<file path="config.mk">
export PLATFORM = sky130hd
export DESIGN_NAME = lp_filter_sched
export DESIGN_NICKNAME = d
export VERILOG_FILES = /design/src/rtl/lp_sched_pkg.sv /design/src/rtl/rr_arbiter.sv /design/src/rtl/lp_filter_sched.sv
export SDC_FILE = /design/constraint.sdc
export NUM_CORES = 1
export LEC_CHECK = 0
export BUFFER_PORTS_ARGS = -buffer_cell sky130_fd_sc_hd__buf_4
export CAP_MARGIN = 10
export CORE_ASPECT_RATIO = 1.5
export CORE_MARGIN = 3
export CORE_UTILIZATION = 45
export CTS_CLUSTER_SIZE = 12
export DETAILED_ROUTE_END_ITERATION = 16
export GPL_TIMING_DRIVEN = 1
export SYNTH_ARGS = -nofsm -noshare
export SYNTH_HDL_FRONTEND = slang
export SYNTH_SLANG_ARGS = --single-unit
</file>
<file path="constraint.sdc">
create_clock -name clk -period 16.6 [get_ports clk]
set_clock_uncertainty 0.1 [all_clocks]
set_input_delay 1.66 -clock clk [delete_from_list [all_inputs] [get_ports clk]]
set_output_delay 1.66 -clock clk [all_outputs]
set_load 0.02 [all_outputs]
</file>
<file path="src/rtl/lp_sched_pkg.sv">
// Shared constants and filter arithmetic for the multi-channel IIR scheduler.
// The update function matches the single-channel low-pass filter exactly.
package lp_sched_pkg;

    localparam int LP_R    = 14;
    localparam int LP_N    = 4;
    localparam int LP_S    = 64;
    localparam int LP_SH   = 14;
    localparam int TAU_W   = 6;
    localparam int BYP_LSB = 4;

    typedef logic signed [LP_S-1:0] acc_t;

    // One filter step: n = x - ((a >>> SH) >>> t) + a, saturated to S bits.
    function automatic acc_t lp_update(
        input acc_t       x,
        input acc_t       a,
        input logic [3:0] t
    );
        logic signed [LP_S-LP_SH-1:0] d;
        logic signed [LP_S:0]         n;
        d = (LP_S-LP_SH)'((a >>> LP_SH) >>> t);
        n = {x[LP_S-1], x}
          - {{(LP_SH+1){d[LP_S-LP_SH-1]}}, d}
          + {a[LP_S-1], a};
        case (n[LP_S:LP_S-1])
            2'b01:   lp_update = {1'b0, {(LP_S-1){1'b1}}};
            2'b10:   lp_update = {1'b1, {(LP_S-1){1'b0}}};
            default: lp_update = n[LP_S-1:0];
        endcase
    endfunction

    // Output scaling of an accumulator value.
    function automatic acc_t lp_scale(
        input acc_t       v,
        input logic [3:0] t
    );
        lp_scale = (v >>> LP_SH) >>> t;
    endfunction

endpackage

</file>
<file path="src/rtl/rr_arbiter.sv">
// Round-robin arbiter: one-hot grant searching upward from a rotating pointer.
// The pointer moves to the slot after the granted one on every grant.
module rr_arbiter
    import lp_sched_pkg::*;
#(
    parameter  int N  = LP_N,
    localparam int PW = $clog2(N)
) (
    input  logic          clk,
    input  logic          rstn,
    input  logic [N-1:0]  req,
    output logic [N-1:0]  grant,
    output logic [PW-1:0] gidx,
    output logic          gvalid
);

    logic [PW-1:0] ptr;

    // Grant the first requester at or after ptr, wrapping around
    always_comb begin
        int            j;
        logic [PW-1:0] idx;
        grant  = '0;
        gidx   = '0;
        gvalid = 1'b0;
        j      = 0;
        idx    = '0;
        for (int i = 0; i < N; i++) begin
            j   = (int'(ptr) + i) % N;
            idx = PW'(j);
            if (!gvalid && req[idx]) begin
                grant[idx] = 1'b1;
                gidx       = idx;
                gvalid     = 1'b1;
            end
        end
    end

    // Advance the pointer past the channel just granted
    always_ff @(posedge clk or negedge rstn) begin
        if (!rstn) begin
            ptr <= '0;
        end else if (gvalid) begin
            if (int'(gidx) == N - 1) begin
                ptr <= '0;
            end else begin
                ptr <= gidx + 1'b1;
            end
        end
    end

endmodule

</file>
<file path="src/rtl/lp_filter_sched.sv">
// Shared first-order low-pass update for N lock-in channels.
// Round-robin accept, per-channel accumulators, 2-stage update pipeline.
module lp_filter_sched
    import lp_sched_pkg::*;
#(
    parameter int R = LP_R,
    parameter int N = LP_N
) (
    input  logic             clk,
    input  logic             rstn,
    input  logic [N*TAU_W-1:0] tau,
    input  logic [N*R-1:0]   in_data,
    input  logic [N-1:0]     in_valid,
    output logic [N-1:0]     in_ready,
    input  logic [N-1:0]     clr,
    output logic [N*R-1:0]   out_data,
    output logic [N-1:0]     out_valid,
    output logic             busy
);

    localparam int S  = LP_S;
    localparam int GW = $clog2(N);

    logic [GW-1:0]         g;
    logic                  gv;
    acc_t                  acc [N];
    acc_t                  rd_a;
    acc_t                  x_ext;
    acc_t                  s2_sum;
    logic                  s1_v;
    logic [GW-1:0]         s1_g;
    logic signed [R-1:0]   s1_x;
    logic [TAU_W-1:0]      s1_tau;
    acc_t                  s1_a;
    logic                  bypass;
    logic signed [R-1:0]   s2_out;

    rr_arbiter #(.N(N)) u_arb (
        .clk    (clk),
        .rstn   (rstn),
        .req    (in_valid),
        .grant  (in_ready),
        .gidx   (g),
        .gvalid (gv)
    );

    // Accumulator read: a clear forces 0, else forward the in-flight result
    always_comb begin
        rd_a = acc[g];
        if (clr[g]) begin
            rd_a = '0;
        end else if (s1_v && (s1_g == g)) begin
            rd_a = s2_sum;
        end
    end

    // Stage-2 arithmetic on the registered stage-1 bundle
    always_comb begin
        x_ext  = {{(S-R){s1_x[R-1]}}, s1_x};
        s2_sum = lp_update(x_ext, s1_a, s1_tau[3:0]);
        bypass = |s1_tau[TAU_W-1:BYP_LSB];
        s2_out = bypass ? s1_x : R'(lp_scale(s2_sum, s1_tau[3:0]));
    end

    // Stage 1: capture the granted channel, its sample, tau and accumulator
    always_ff @(posedge clk or negedge rstn) begin
        if (!rstn) begin
            s1_v   <= 1'b0;
            s1_g   <= '0;
            s1_x   <= '0;
            s1_tau <= '0;
            s1_a   <= '0;
        end else begin
            s1_v <= gv;
            if (gv) begin
                s1_g   <= g;
                s1_x   <= in_data[g*R +: R];
                s1_tau <= tau[g*TAU_W +: TAU_W];
                s1_a   <= rd_a;
            end
        end
    end

    // Accumulator write-back; a clear overrides the stage-2 write
    always_ff @(posedge clk or negedge rstn) begin
        if (!rstn) begin
            for (int k = 0; k < N; k++) begin
                acc[k] <= '0;
            end
        end else begin
            for (int k = 0; k < N; k++) begin
                if (clr[k]) begin
                    acc[k] <= '0;
                end else if (s1_v && (s1_g == GW'(k))) begin
                    acc[k] <= s2_sum;
                end
            end
        end
    end

    // Registered per-channel outputs with a one-cycle valid pulse
    always_ff @(posedge clk or negedge rstn) begin
        if (!rstn) begin
            out_data  <= '0;
            out_valid <= '0;
        end else begin
            out_valid <= '0;
            if (s1_v) begin
                out_valid[s1_g]        <= 1'b1;
                out_data[s1_g*R +: R]  <= s2_out;
            end
        end
    end

    assign busy = s1_v | (|out_valid);

endmodule

</file>
==> summary.txt, run 1 <==
Routing
  • Routed Antenna Nets: 0
  • Drt via density: 6.206
  • Post-Route WL: 124600 um
  • WL/cell: ~26 um
  • DRC marker count from the first detailed-route iteration: between 3000 and 4000
  • Drt pass-1 iters: 8
  • Residual DRC: 0
  • Via count: ~30000

Worst setup path
  • CP required: approximately 17 ns
  • CP Launch Type: flop
  • Crit path DAT: around 9 ns
  • Largest fanout on the critical path: 60
  • WS Path Type: reg -> reg
  • Crit end category: flop

Synthesis
  • Mapped Cells: about 4000
  • Number of synthesized flops with an enable pin: 0
  • Syn_area_per_cell: a little under 8 um2
  • Synth top area cells: dfrtp_1 33%, nand2_1 8.4%, nor2_1 6.7%
  • Share of the synthesized area in the top cell type: about a third
  • Synth Register Bits: slightly above 400
  • Synthesized area: 0.03085 mm2
  • Syn_nets: about 4200
  • Post-synthesis sequential area ratio: between 30% and 40%
  • Netlist cell types: approximately 120
  • Async set-reset flop share out of synthesis: 100.0%
  • Main flop type after synthesis: dfrtp_1
  • YS warnings: 0
  • Dominant cell type by area after synthesis: dfrtp_1

Job
  • Max_cap viols: 0

Clock network
  • Setup bufs post-CTS: 0
  • H-tree levels: 2
  • Post-cts sizing count: 0
  • Hold_buf cts: 0
  • Clock sink total: just over 400
  • Clock insertion delay at the later pin of the skew report: ~0.65 ns
  • CTS tree: done
  • CTS root buf: clkbuf_16
  • CTS max path bufs: 3
  • Reg clk slew, reported paths: approximately 0.06 ns
  • TritonCTS buffer count: between 40 and 50

Floorplanning
  • Die area: 0.07179 mm2
  • Initial Util: between 40 and 50%
  • IO Count: approximately 160
  • Die Width: approximately 220 um
  • Die extent in y: 326.7 um
  • Cell Rows: around 120
  • Core ar.: about 0.067 mm2

STA
  • Slew HR: a little under a fifth
  • Setup ws final: 8.112 ns
  • Setup tns final: 0 ns
  • Unrepaired setup endpoints after global routing: false
  • Fin. max-slew vios: 0
  • Final Hold Fails: 0
  • Final setup fails: 0
  • Minimum clock period: around 8.5 ns
  • Final Cycle Share: roughly half
  • Fmax: approximately 120 MHz
  • Worst slew pin tran: approximately 1.2 ns
  • Worst Hold Slack: 0.3672 ns

Global routing
  • Initial antenna violation count: 0
  • Largest net degree at the start of global routing: 152
  • Vias in the first global route: 29150
  • Grt total ovfl: 0
  • Gr usage total: ~34%
  • First-pass GRT wire length: 186800 um

Placement
  • HPWL Detailed: just under 90000 um
  • Worst slack, placed: 8.294 ns
  • GPL Wtd Cong: between 1 and 1.5
  • Count of input and output buffers: 154

Layout
  • Layout cells sized above 1: around a tenth
  • Fillers: approximately 6900
  • N_diodes: 0
  • Final Net Count: roughly 4200
  • Area grow syn2layout: 9.431%

Min path
  • Hold WC Path Type: reg -> reg

Run status
  • Status: finished, final reports clean
## final cells by class
class | count | area [um2] | share of cell area [%]
Clock inverter | 9 | 108.9 | 0.3225
Inverter | 252 | 955.9 | 2.832
Tap cell | 885 | 1107 | 3.280
Multi-Input combinational cell | 3045 | 18540 | 54.93
Sequential cell | 405 | 10140 | 30.05
Clock buffer | 68 | 1331 | 3.944
Timing Repair Buffer | 206 | 1567 | 4.641
## synth_stat cells, types with 29 or more instances
cell type / instances
inv_1: 247
o21ai_0: 242
mux2i_1: 35
buf_1: 37
nor3_1: 47
dfrtp_1: 405
a31oi_1: 42
a21oi_1: 354
o211ai_1: 36
mux4_2: 52
nor2_1: 548
clkbuf_1: 215
fa_1: 63
nand3_1: 264
nand2_1: 691
nand4_1: 29
a211oi_1: 57
ha_1: 77
a22o_1: 29
and3_1: 31
## through the flow
stage          cells  util [%]  cell area [um2]
4_1_cts         4870     50.12            33750
5_1_grt         4870     50.12            33750
3_3_place_gp    4793     47.98            32310
6_report        4870     50.12            33750
2_1_floorplan   4008         -            30850
3_5_place_dp    4793     47.98            32310
## worst max-delay path, cell delays in order, from the launching register on
cell       delay, ns
dfrtp_4         0.63
buf_4           0.73
mux4_2          0.68
mux4_2          0.51
fa_1            0.49
inv_1           0.04
ha_1            0.50
nand2_1         0.26
nor2_1          0.49
nor2_1          0.10
a311oi_2        0.35
o31ai_1         0.16
a21oi_1         0.43
or2_4           0.52
nand2_2         0.66
a311oi_1        0.56
a2111oi_2       0.09
o31ai_2         0.53
mux2i_1         0.19
a22o_1          0.24
## sequential cells by signal, summed over array words and instances (netlist names)
register / flops
s1_x: 14
s1_g: 2
s1_v: 1
acc: 256
s1_tau: 6
u_arb.ptr: 2
out_data: 56
out_valid: 4
s1_a: 64
## path summary, 6_finish.rpt
path,cells past startpoint,start,slack [ns],end
max reg2reg,19,s1_tau[0],8.11,out_data[31]
max,19,s1_tau[0],8.11,out_data[31]
max in group asynchronous,3,rstn,13.00,s1_tau[1]
min reg2reg,2,out_data[2],0.37,out_data[2]
min in group asynchronous,1,rstn,0.96,acc[249]
min,2,out_data[2],0.37,out_data[2]
## metal layers
metal	track usage, %	share of wire (%)	routed length (um)
met3	5.462	6.7	8395
met1	40.53	37	45740
met2	57.69	49	60530
met4	21.67	7.9	9900
met5	0	0	0
## kinds of logic after synthesis
| kind of cell | after synthesis | synth area share (%) |
|---|---|---|
| adders and majority gates | 161 | 7.902 |
| muxes | 96 | 5.419 |
| buffers and inverters | 558 | 7.346 |
| and+or+nand+nor | 1722 | 23.92 |
| AOI/OAI and AO/OA | 1009 | 20.91 |
| xor gates and xnor gates | 57 | 1.643 |
| DFF | 405 | 32.86 |
## placed cells by master (no fill, tap or decap), drive strengths merged, types with 55 or more instances in the layout
cell type / instances
a211oi: 62
nand2: 694
clkbuf: 68
nand3: 264
nor2: 549
a21oi: 363
inv: 250
ha: 77
mux4: 55
fa: 63
buf: 206
dfrtp: 405
o21ai: 258
Power of run 1 is left out: the tool's default activity adds up to more than one toggle a clock period on the data nets, which glitch-free logic cannot reach.
==> run 2, diff against run 1 <==
==> constraint.sdc (replaced) <==
create_clock -name clk -period 8.4 [get_ports clk]
set_clock_uncertainty 0.1 [all_clocks]
set_input_delay 0.84 -clock clk [delete_from_list [all_inputs] [get_ports clk]]
set_output_delay 0.84 -clock clk [all_outputs]
set_load 0.02 [all_outputs]
==> run 2 against run 1 <==
Die area is the same. Wire length up 1.3%. Register-to-register slack worse by 7.7 ns. Utilization increased by 0.30 points. Clock-buffer cell count shrank 9. Sequential share of layout area fell by 0.18 points. Setup slack worse by 7.7 ns. Maximum frequency rose by 6.1%.
==> summary.txt, run 2 (same netlist as run 1, synthesis figures left out) <==
Global routing
  • First-pass GRT wire length: 188600 um (+0.99%)
  • Gr usage total: 34.72% (+0.45 points)
  • Largest net degree at the start of global routing: 168 (+11%)
  • Grt total ovfl: 0 (unchanged)
  • Vias in the first global route: 29480 (+1.2%)
  • Initial antenna violation count: 7 (+7)

Floorplanning
  • IO Count: 155 (unchanged)
  • Die Width: 219.8 um (unchanged)
  • Initial Util: 45.80% (unchanged)
  • Die extent in y: 326.7 um (unchanged)
  • Die area: 0.07179 mm2 (unchanged)
  • Cell Rows: 116 (unchanged)
  • Core ar.: 0.06734 mm2 (unchanged)

Routing
  • Via count: 30430 (+0.69%)
  • Drt via density: 6.226 (+0.32%)
  • Routed length on met3: 8727 um (+4.0%)
  • Top layer in use: met5
  • DRC marker count from the first detailed-route iteration: 3199 (+6.0%)
  • Met2 wire length: 60820 um (+0.47%)
  • Met1 WL: 45770 um (about the same)
  • Routed Antenna Nets: 0 (unchanged)
  • Residual DRC: 0 (unchanged)
  • Post-Route WL: 126200 um (+1.3%)
  • Drt pass-1 iters: 6 (-2)
  • WL/cell: 25.83 um (+0.97%)

Clock network
  • Clock insertion delay at the later pin of the skew report: 0.62 ns (-0.03 ns)
  • CTS tree: done
  • Post-cts sizing count: 0 (unchanged)
  • Clock sink total: 405 (unchanged)
  • CTS max path bufs: 3 (unchanged)
  • H-tree levels: 2 (unchanged)
  • Setup bufs post-CTS: 0 (unchanged)
  • CTS root buf: clkbuf_16
  • Hold_buf cts: 0 (unchanged)
  • TritonCTS buffer count: 44 (unchanged)
  • Reg clk slew, reported paths: 0.07 ns (about the same)

Layout
  • Register name with the most flops: acc
  • Area grow syn2layout: 10.09%
  • Commonest non-fill, non-tap cell in the layout: nand2_1
  • Fillers: 6824 (-0.71%)
  • Layout cells sized above 1: 11.07% (+0.43 points)
  • Max reg flops: 256 (unchanged)
  • Biggest regs: acc x256, s1_a x64, out_data x56
  • Final Net Count: 4204 (+0.48%)
  • Most frequent cells in the layout: 687 x nand2_1, 546 x nor2_1, 402 x dfrtp_1

Min path
  • Hold WC Path Type: in -> async

Worst setup path
  • CP Launch Type: flop
  • Crit end category: flop
  • R2R cell count: 22 (+3)
  • Startpoint of the worst register-to-register path: s1_tau[0]
  • WS Path Type: reg -> reg
  • R2R Setup Slk: 0.40 ns (-7.71 ns)
  • Crit path DAT: 8.39 ns (-0.51 ns)
  • Largest fanout on the critical path: 46 (-23%)
  • R2R Path End: out_data[48]
  • Critical Path Source: s1_tau[0]
  • CP required: 8.79 ns (-8.22 ns)

STA
  • Fin. max-slew vios: 0 (unchanged)
  • Fmax: 125.0 MHz (+6.1%)
  • Unrepaired setup endpoints after global routing: false
  • Minimum clock period: 8.002 ns (-0.4852 ns)
  • Final Hold Fails: 0 (unchanged)
  • Final setup fails: 0 (unchanged)
  • Setup tns final: 0 ns (unchanged)
  • Slew HR: 18.64% (-0.38 points)
  • Final Cycle Share: 95.27% (+44 points)
  • Worst slew pin tran: 1.208 ns (+0.005632 ns)

Placement
  • GPL Wtd Cong: 1.063 (-2.0%)
  • Count of input and output buffers: 154 (unchanged)
  • HPWL Detailed: 91560 um (+3.2%)

Job
  • Max_cap viols: 0 (unchanged)

Run status
  • Status: finished, final reports clean
==> run 2: cell types whose count changed in the layout (fill, tap and decap cells not counted), moves of 3 or more <==
cell,delta
clkinv_2,+4
clkbuf_8,-6
clkbuf_1,-3
bufinv_16,+3
buf_4,+18
==> run 2: layer usage <==
metal / vias up / GRT usage, %
met2: 1349 / 57.62
li1: 13760 / -
met5: - / 0
met4: 4 / 23.69
met1: 14900 / 40.80
met3: 422 / 5.890
==> run 2: worst max-delay path by stage <==
stage / to / cells after the start
finish: out_data[48] / 22
global route: out_data[48] / 22
CTS: out_data[48] / 22
detailed placement: out_data[48] / 22
global placement: out_data[48] / 22
floorplan: out_data[37] / 23
==> run 2: worst max-delay path: stages, from the launching register on <==
cell      delay, ns
dfrtp_4        0.90
buf_4          0.39
mux4_2         0.55
and2_1         0.19
a211oi_1       0.30
a31oi_1        0.10
fa_1           0.50
inv_1          0.04
ha_1           0.42
nand4_1        0.29
nor3_1         0.41
a21oi_1        0.12
o21a_1         0.17
a21oi_1        0.40
o211ai_1       0.25
a211o_1        0.55
buf_4          0.29
nor4_1         0.77
a211o_1        0.21
nand3_1        0.08
o211ai_2       0.38
inv_1          0.11
o41ai_1        0.31
==> run 2: area by class of cell <==
| type | count | area, um2 | share of cell area, % |
|---|---|---|---|
| diodes | 2 | 5.005 | 0.01474 |
| clock buffers | 59 | 1237 | 3.644 |
| clock inverters | 14 | 225.2 | 0.6632 |
| inverters | 252 | 955.9 | 2.815 |
| multi-input cells | 3045 | 18540 | 54.60 |
| flip-flops and latches | 405 | 10140 | 29.87 |
| well taps | 885 | 1107 | 3.261 |
| repair buffers | 226 | 1742 | 5.129 |
==> run 2: through the flow <==
stage / std cells / hold WS (ns) / area (um2) / utilization, % / worst slack [ns]
after floorplan: 4008 / 0.3643 / 30850 / - / 1.050
after global placement: 4813 / 0.3592 / 32490 / 48.24 / 0.8030
after detailed placement: 4813 / 0.3589 / 32490 / 48.24 / 0.7033
after CTS: 4886 / 0.06248 / 33950 / 50.42 / 0.6710
after global routing: 4887 / 0.08818 / 33960 / 50.42 / 0.2030
final: 4888 / 0.07107 / 33960 / 50.42 / 0.3976
Power of run 2 is left out for the same reason.
